## src/rtl/duty_update_arbiter.sv

```systemverilog
// Round-robin arbiter that applies signed left/right duty corrections through one
// shared saturating adder using a three-state IDLE -> CALC -> COMMIT pipeline.
module duty_update_arbiter #(
    parameter int          WIDTH     = 8,
    parameter int unsigned INIT_DUTY = 2 ** (WIDTH - 1)
) (
    input  logic                    clk,
    input  logic                    reset,
    input  logic                    freeze,
    input  logic                    req_l_valid,
    input  logic signed [WIDTH:0]   req_l_delta,
    output logic                    req_l_ready,
    input  logic                    req_r_valid,
    input  logic signed [WIDTH:0]   req_r_delta,
    output logic                    req_r_ready,
    output logic [WIDTH-1:0]        duty_l,
    output logic [WIDTH-1:0]        duty_r,
    output logic                    upd_valid,
    output logic                    upd_side,
    output logic                    sat_flag
);

    typedef enum logic [1:0] {
        ST_IDLE   = 2'd0,
        ST_CALC   = 2'd1,
        ST_COMMIT = 2'd2
    } state_t;

    localparam logic signed [WIDTH+1:0] DUTY_MAX = $signed({2'b00, {WIDTH{1'b1}}});

    // Returns {saturated, clamp(duty + delta, 0, 2**WIDTH-1)}.
    function automatic logic [WIDTH:0] sat_add(input logic [WIDTH-1:0]   duty,
                                               input logic signed [WIDTH:0] delta);
        logic signed [WIDTH+1:0] sum;
        sum = $signed({2'b00, duty}) + $signed({delta[WIDTH], delta});
        if (sum[WIDTH+1]) begin
            sat_add = {1'b1, {WIDTH{1'b0}}};
        end else if (sum > DUTY_MAX) begin
            sat_add = {1'b1, {WIDTH{1'b1}}};
        end else begin
            sat_add = {1'b0, sum[WIDTH-1:0]};
        end
    endfunction

    state_t                  state_r;
    logic                    last_served_r;
    logic                    side_r;
    logic signed [WIDTH:0]   delta_r;
    logic [WIDTH-1:0]        duty_cur_r;
    logic [WIDTH-1:0]        result_r;
    logic                    sat_r;
    logic                    accept_ok_s;

    // Ready generation: only the granted side sees ready, and only in IDLE.
    always_comb begin
        accept_ok_s = (state_r == ST_IDLE) && !freeze && !reset;
        req_l_ready = 1'b0;
        req_r_ready = 1'b0;
        if (accept_ok_s) begin
            // On a tie, the side not served last wins.
            req_l_ready = req_l_valid && (!req_r_valid || last_served_r);
            req_r_ready = req_r_valid && (!req_l_valid || !last_served_r);
        end else begin
            req_l_ready = 1'b0;
            req_r_ready = 1'b0;
        end
    end

    // Update FSM with all registered state and outputs.
    always_ff @(posedge clk) begin
        if (reset) begin
            state_r       <= ST_IDLE;
            last_served_r <= 1'b1;
            side_r        <= 1'b0;
            delta_r       <= {(WIDTH+1){1'b0}};
            duty_cur_r    <= {WIDTH{1'b0}};
            result_r      <= {WIDTH{1'b0}};
            sat_r         <= 1'b0;
            duty_l        <= WIDTH'(INIT_DUTY);
            duty_r        <= WIDTH'(INIT_DUTY);
            upd_valid     <= 1'b0;
            upd_side      <= 1'b0;
            sat_flag      <= 1'b0;
        end else begin
            upd_valid <= 1'b0;
            case (state_r)
                ST_IDLE: begin
                    if (req_l_valid && req_l_ready) begin
                        side_r        <= 1'b0;
                        delta_r       <= req_l_delta;
                        duty_cur_r    <= duty_l;
                        last_served_r <= 1'b0;
                        state_r       <= ST_CALC;
                    end else if (req_r_valid && req_r_ready) begin
                        side_r        <= 1'b1;
                        delta_r       <= req_r_delta;
                        duty_cur_r    <= duty_r;
                        last_served_r <= 1'b1;
                        state_r       <= ST_CALC;
                    end else begin
                        state_r <= ST_IDLE;
                    end
                end
                ST_CALC: begin
                    {sat_r, result_r} <= sat_add(duty_cur_r, delta_r);
                    state_r           <= ST_COMMIT;
                end
                ST_COMMIT: begin
                    if (side_r) begin
                        duty_r <= result_r;
                    end else begin
                        duty_l <= result_r;
                    end
                    upd_side  <= side_r;
                    sat_flag  <= sat_r;
                    upd_valid <= 1'b1;
                    state_r   <= ST_IDLE;
                end
                default: begin
                    state_r <= ST_IDLE;
                end
            endcase
        end
    end

endmodule

```

## config.mk

```make
export PLATFORM = sky130hd
export DESIGN_NAME = duty_update_arbiter
export DESIGN_NICKNAME = d
export VERILOG_FILES = /design/src/rtl/duty_update_arbiter.sv
export SDC_FILE = /design/constraint.sdc
export NUM_CORES = 1
export LEC_CHECK = 0
export CAP_MARGIN = 20
export CORE_ASPECT_RATIO = 0.6
export CORE_MARGIN = 2
export CORE_UTILIZATION = 36
export DETAILED_ROUTE_END_ITERATION = 12
export MAX_ROUTING_LAYER = met4
export PLACE_DENSITY = 0.61
export SETUP_SLACK_MARGIN = 0.2
export SYNTH_ARGS = -nofsm -noshare
export SYNTH_HDL_FRONTEND = slang
export SYNTH_SLANG_ARGS = --single-unit
```

## constraint.sdc

```tcl
create_clock -name clk -period 2.7 [get_ports clk]
set_clock_uncertainty 0.2 [all_clocks]
set_input_delay 0.54 -clock clk [delete_from_list [all_inputs] [get_ports clk]]
set_output_delay 0.54 -clock clk [all_outputs]
set_load 0.03 [all_outputs]
```

* Word level (Yosys, flattened, before mapping)
Cells that the tools add are included. W data, S select, Z words.
Storage, ports and cells: register bits 49, latch bits 0, RAM bits 0, ROM bits 0, input bits 23, output and inout bits 21, logic and storage cells 49, memories 0
Cells by class: add/sub/neg operators 1, multipliers 0, divide/modulo/power cells 0, $lt $le $gt $ge 1, equal/unequal tests 2, shift operators 0, multiplexer cells 14, bitwise gates (word level) 1, reduce and logical (&&, ||, !) cells 18
Operators with widths (count):
- $mux W9 | 4
- $mux W8 | 2
- $add A9 B9 Y10 | 1
- $gt A10 B9 Y1 const B | 1
- $mux W1 | 7
- $logic_and A1 B1 Y1 | 6
- $reduce_and A2 Y1 | 3
- $logic_not A1 Y1 | 5
- $pmux W2 S2 | 1
- $eq A2 B1 Y1 const B | 1
- $eq A2 B2 Y1 const B | 1
- $logic_not A2 Y1 | 1
- $logic_or A1 B1 Y1 | 2
- $reduce_bool A2 Y1 | 1
- $not A1 Y1 | 1

* Depth between registers and ports, before layout
Gate-level depths: netlist of run 1.
depth after elaboration 8, depth in mapped cells 8, gate-level depth less buffers 8

* Least setup slack after synthesis of run 1
No wires, ideal clock.
path kind input to output, start point input freeze, end point output req_l_ready, arrival 1.564 ns, slack 0.396 ns, cell stages on the path 5, buffers on the path 2, path through nor4_2 nand3_1 buf_4 buf_2 inv_1
Between the ends: cells in the longest elaborated chain, start to end 4
RTL lines:
- start, declared | line 9 | input logic freeze,
- $logic_not A1 Y1 | line 56 | accept_ok_s = (state_r == ST_IDLE) && !freeze && !reset;
- $logic_and A1 B1 Y1 (2 in a row) | line 56
- $mux W1 | line 59 | if (accept_ok_s) begin
- end, declared | line 12 | output logic req_l_ready,
No other way between the ends.

* Final worst setup path of run 1
Ends and elaborated chain as after synthesis.

==> results of run 1 <==
## metrics by stage
stage	total power [µW]	hold WS, ns	util [%]	instance area, µm²	std cells
2_1_floorplan	869	0.245	-	2350	258
3_3_place_gp	941	0.249	46.7	2900	379
3_5_place_dp	941	0.255	46.7	2900	379
4_1_cts	1500	0.269	48.9	3040	387
5_1_grt	1560	0.298	49.6	3080	389
6_report	1490	0.268	49.6	3080	389
## metal layers
metal,vias up,wire length [µm]
met5,-,0
met4,0,72
met3,6,310
met2,49,2490
met1,951,3080
li1,1021,-
## final timing paths
kind                              endpoint                  startpoint  cells after the start
setup reg to reg  result_r[6]$_SDFFE_PP0P_  duty_cur_r[0]$_SDFFE_PP0P_                      8
hold reg to reg      upd_side$_SDFFE_PP0P_       upd_side$_SDFFE_PP0P_                      2
setup / recovery               req_l_ready                      freeze                      5
hold / removal       upd_side$_SDFFE_PP0P_       upd_side$_SDFFE_PP0P_                      2
## kinds of logic (layout without fill, tap and decap cells)
logic type	Yosys count	count (layout)
xor+xnor	5	5
fa+ha+maj	9	9
flops	49	49
compound gates	77	77
mux	25	25
buf+inv	23	70
simple gates	70	70
## where the power goes
group | total [µW] | internal, µW | switching, µW
clock | 562 | 302 | 260
sequential | 757 | 741 | 15.2
combinational | 174 | 85.1 | 89.0
## layout make-up
class,count,area [µm²]
Fill cell,617,3140
Multi-Input combinational cell,186,1330
Sequential cell,49,981
Timing Repair Buffer,53,513
Tap cell,84,105
Clock buffer,6,82.6
Clock inverter,2,37.5
Inverter,9,33.8
## worst min-delay path, stage by stage (launching register included)
cell and delay [ns]:
dfxtp_1 0.32, nand2_1 0.05, a21oi_1 0.05
## synth_stat cells, types with 2 or more instances
master / number
dfxtp_1: 49
o21ai_0: 27
mux2i_1: 25
nand2_1: 21
a21oi_1: 20
nor2_1: 18
nand3b_1: 16
clkbuf_1: 12
ha_1: 8
inv_1: 8
a221oi_1: 5
nand2b_1: 4
a211o_1: 3
a211oi_1: 3
o211ai_1: 3
or3_1: 3
xor2_1: 3
a21o_1: 2
a21oi_2: 2
a31oi_1: 2
nand3_1: 2
nor2b_1: 2
o21bai_1: 2
xnor2_1: 2
## timing repair
action                                 in CTS  in global routing
setup endpoints to repair                   3                  9
endpoints found under the hold margin       0                  0
pin swaps                                   0                  2
resized for setup                           2                  5
gates cloned                                0                  0
buffers inserted                            0                  2
## registers in the layout, indices dropped and copies added (netlist names)
signal         flops
delta_r            9
duty_cur_r         8
duty_l             8
duty_r             8
last_served_r      1
result_r           8
sat_flag           1
sat_r              1
side_r             1
state_r            2
upd_side           1
upd_valid          1
==> flow_summary.toml, run 1 <==
[setup_path]
cp_num_buf_inv = 3
path_cells = "clkdlybuf4s50_1 -> nor4_4 -> nand3_1 -> inv_1 -> buf_4"
path_class = "in2out"
critPathRequiredTime_ns = 1.96
cp_slowest_cell = "clkdlybuf4s50_1"
crit_path_start_kind = "input pin"
crit_fanout = 3
cp-end-kind = "output port"
r2r_slack_ns = 0.32
critical-path-top-delay-family = "buffers and inverters"
cp_slowest_stage_delay_ns = 0.44
crit_arrival_ns = 1.78

[synthesis]
post-synth-top-area-fraction_pct = 41.7
synthesis.instances = 258
synth-seq-cells = 49
synth_cell_types = 40
synthSimpleGateAreaFrac_pct = 16.0
yosys.area_share.adder_pct = 5.10
synth_mux_area_share_pct = 10.6
synth_compound_gate_area_share_pct = 20.8
synth_top_family_by_area = "compound AO/OA/AOI/OAI gates"
synth_flop_cell = "dfxtp_1"
synth_area_mm2 = 0.00235
yosysSeqAreaShare_pct = 41.7
synth_edf_count = 0
synthTopCellsByArea = "dfxtp_1, mux2i_1, o21ai_0"
syn_avg_cell_area_um2 = 9.12
synth_xor_area_share_pct = 1.86
yosys_warnings = 0
synth_area_leader_cell = "dfxtp_1"
syn-num-nets = 290
async_reset_ff_share_pct = 0

[sta]
fmax_mhz = 397
tns_ns = 0
timing.final.ws_setup_ns = 0.182
worst_pin_slew_ns = 0.622
maxSlewViolCount = 0
fin_crit_ns = 2.52
setup_viol = 0
slew_headroom_pct = 58.4
rsz0062_at_grt = "yes"
min_period_over_period_pct = 93.2
hold_viol = 0

[final_layout]
diodes = 0
drive_above_1_share_pct = 11.8
syn_to_final_growth_pct = 31.0
mostFrequentLayoutCell = "dfxtp_1"
final_cell_mix = "dfxtp_1, clkdlybuf4s50_1, o21ai_0, mux2i_1, nand2_1"
fin_nets = 336

[global_route]
antenna_found_initial = 0
use_met2_pct = 26.9
grt_start_max_net_pins = 49
grt_pass1_wl_mm = 9.84
use_met1_pct = 25.0
grt_use_met3_pct = 4.21
grt_use_total_pct = 18.2
grt_pass1_vias = 2037
busiest_layer = "met2"
gr-total-overflow = 0

[place]
dp_hpwl_mm = 4.18
io_buffers = 43
routabilityCongestion = 0.830
place_ws_ns = 0.184

[die]
dieArea_mm2 = 0.00722
die_x_um = 108
core-area_mm2 = 0.00622
die_y_um = 66.6
rows = 22
ios = 44
start_util_pct = 37.8

[clocking]
cts.sink_count = 49
cts_tree = "built"
cts_buffer_depth = 2
cts-root-buf = "clkbuf_8"
htree_levels = 2
ctsHoldBuffers = 0
cts_buffers = 5
clk_pin_slew_ns = 0.09
clk-insertion-delay-late_ns = 0.30

[route]
drt-pass1-iter-count = 4
drc = 0
drtIter0Drc = 79
wl_per_cell_um = 15.3
final_antenna_net_count = 0
vias = 2027
routed_via_density = 5.21
routed_wl_mm = 5.96

[job]
maxCapViolCount = 0

[outcome]
status = "complete, no violations"

[power_and_ir_drop]
p_leak_uw = 0.00128
peakVddDrop_uv = 205
power_density_mw_per_mm2 = 484

[hold_path]
hp-class = "reg2reg"
(Power assumes the default switching activity.)
==> run 2, diff against run 1 <==
- SKIP_LAST_GASP: default -> 1
==> results of run 2 <==
Final layout, timing and power as in run 1 (identical DEF).
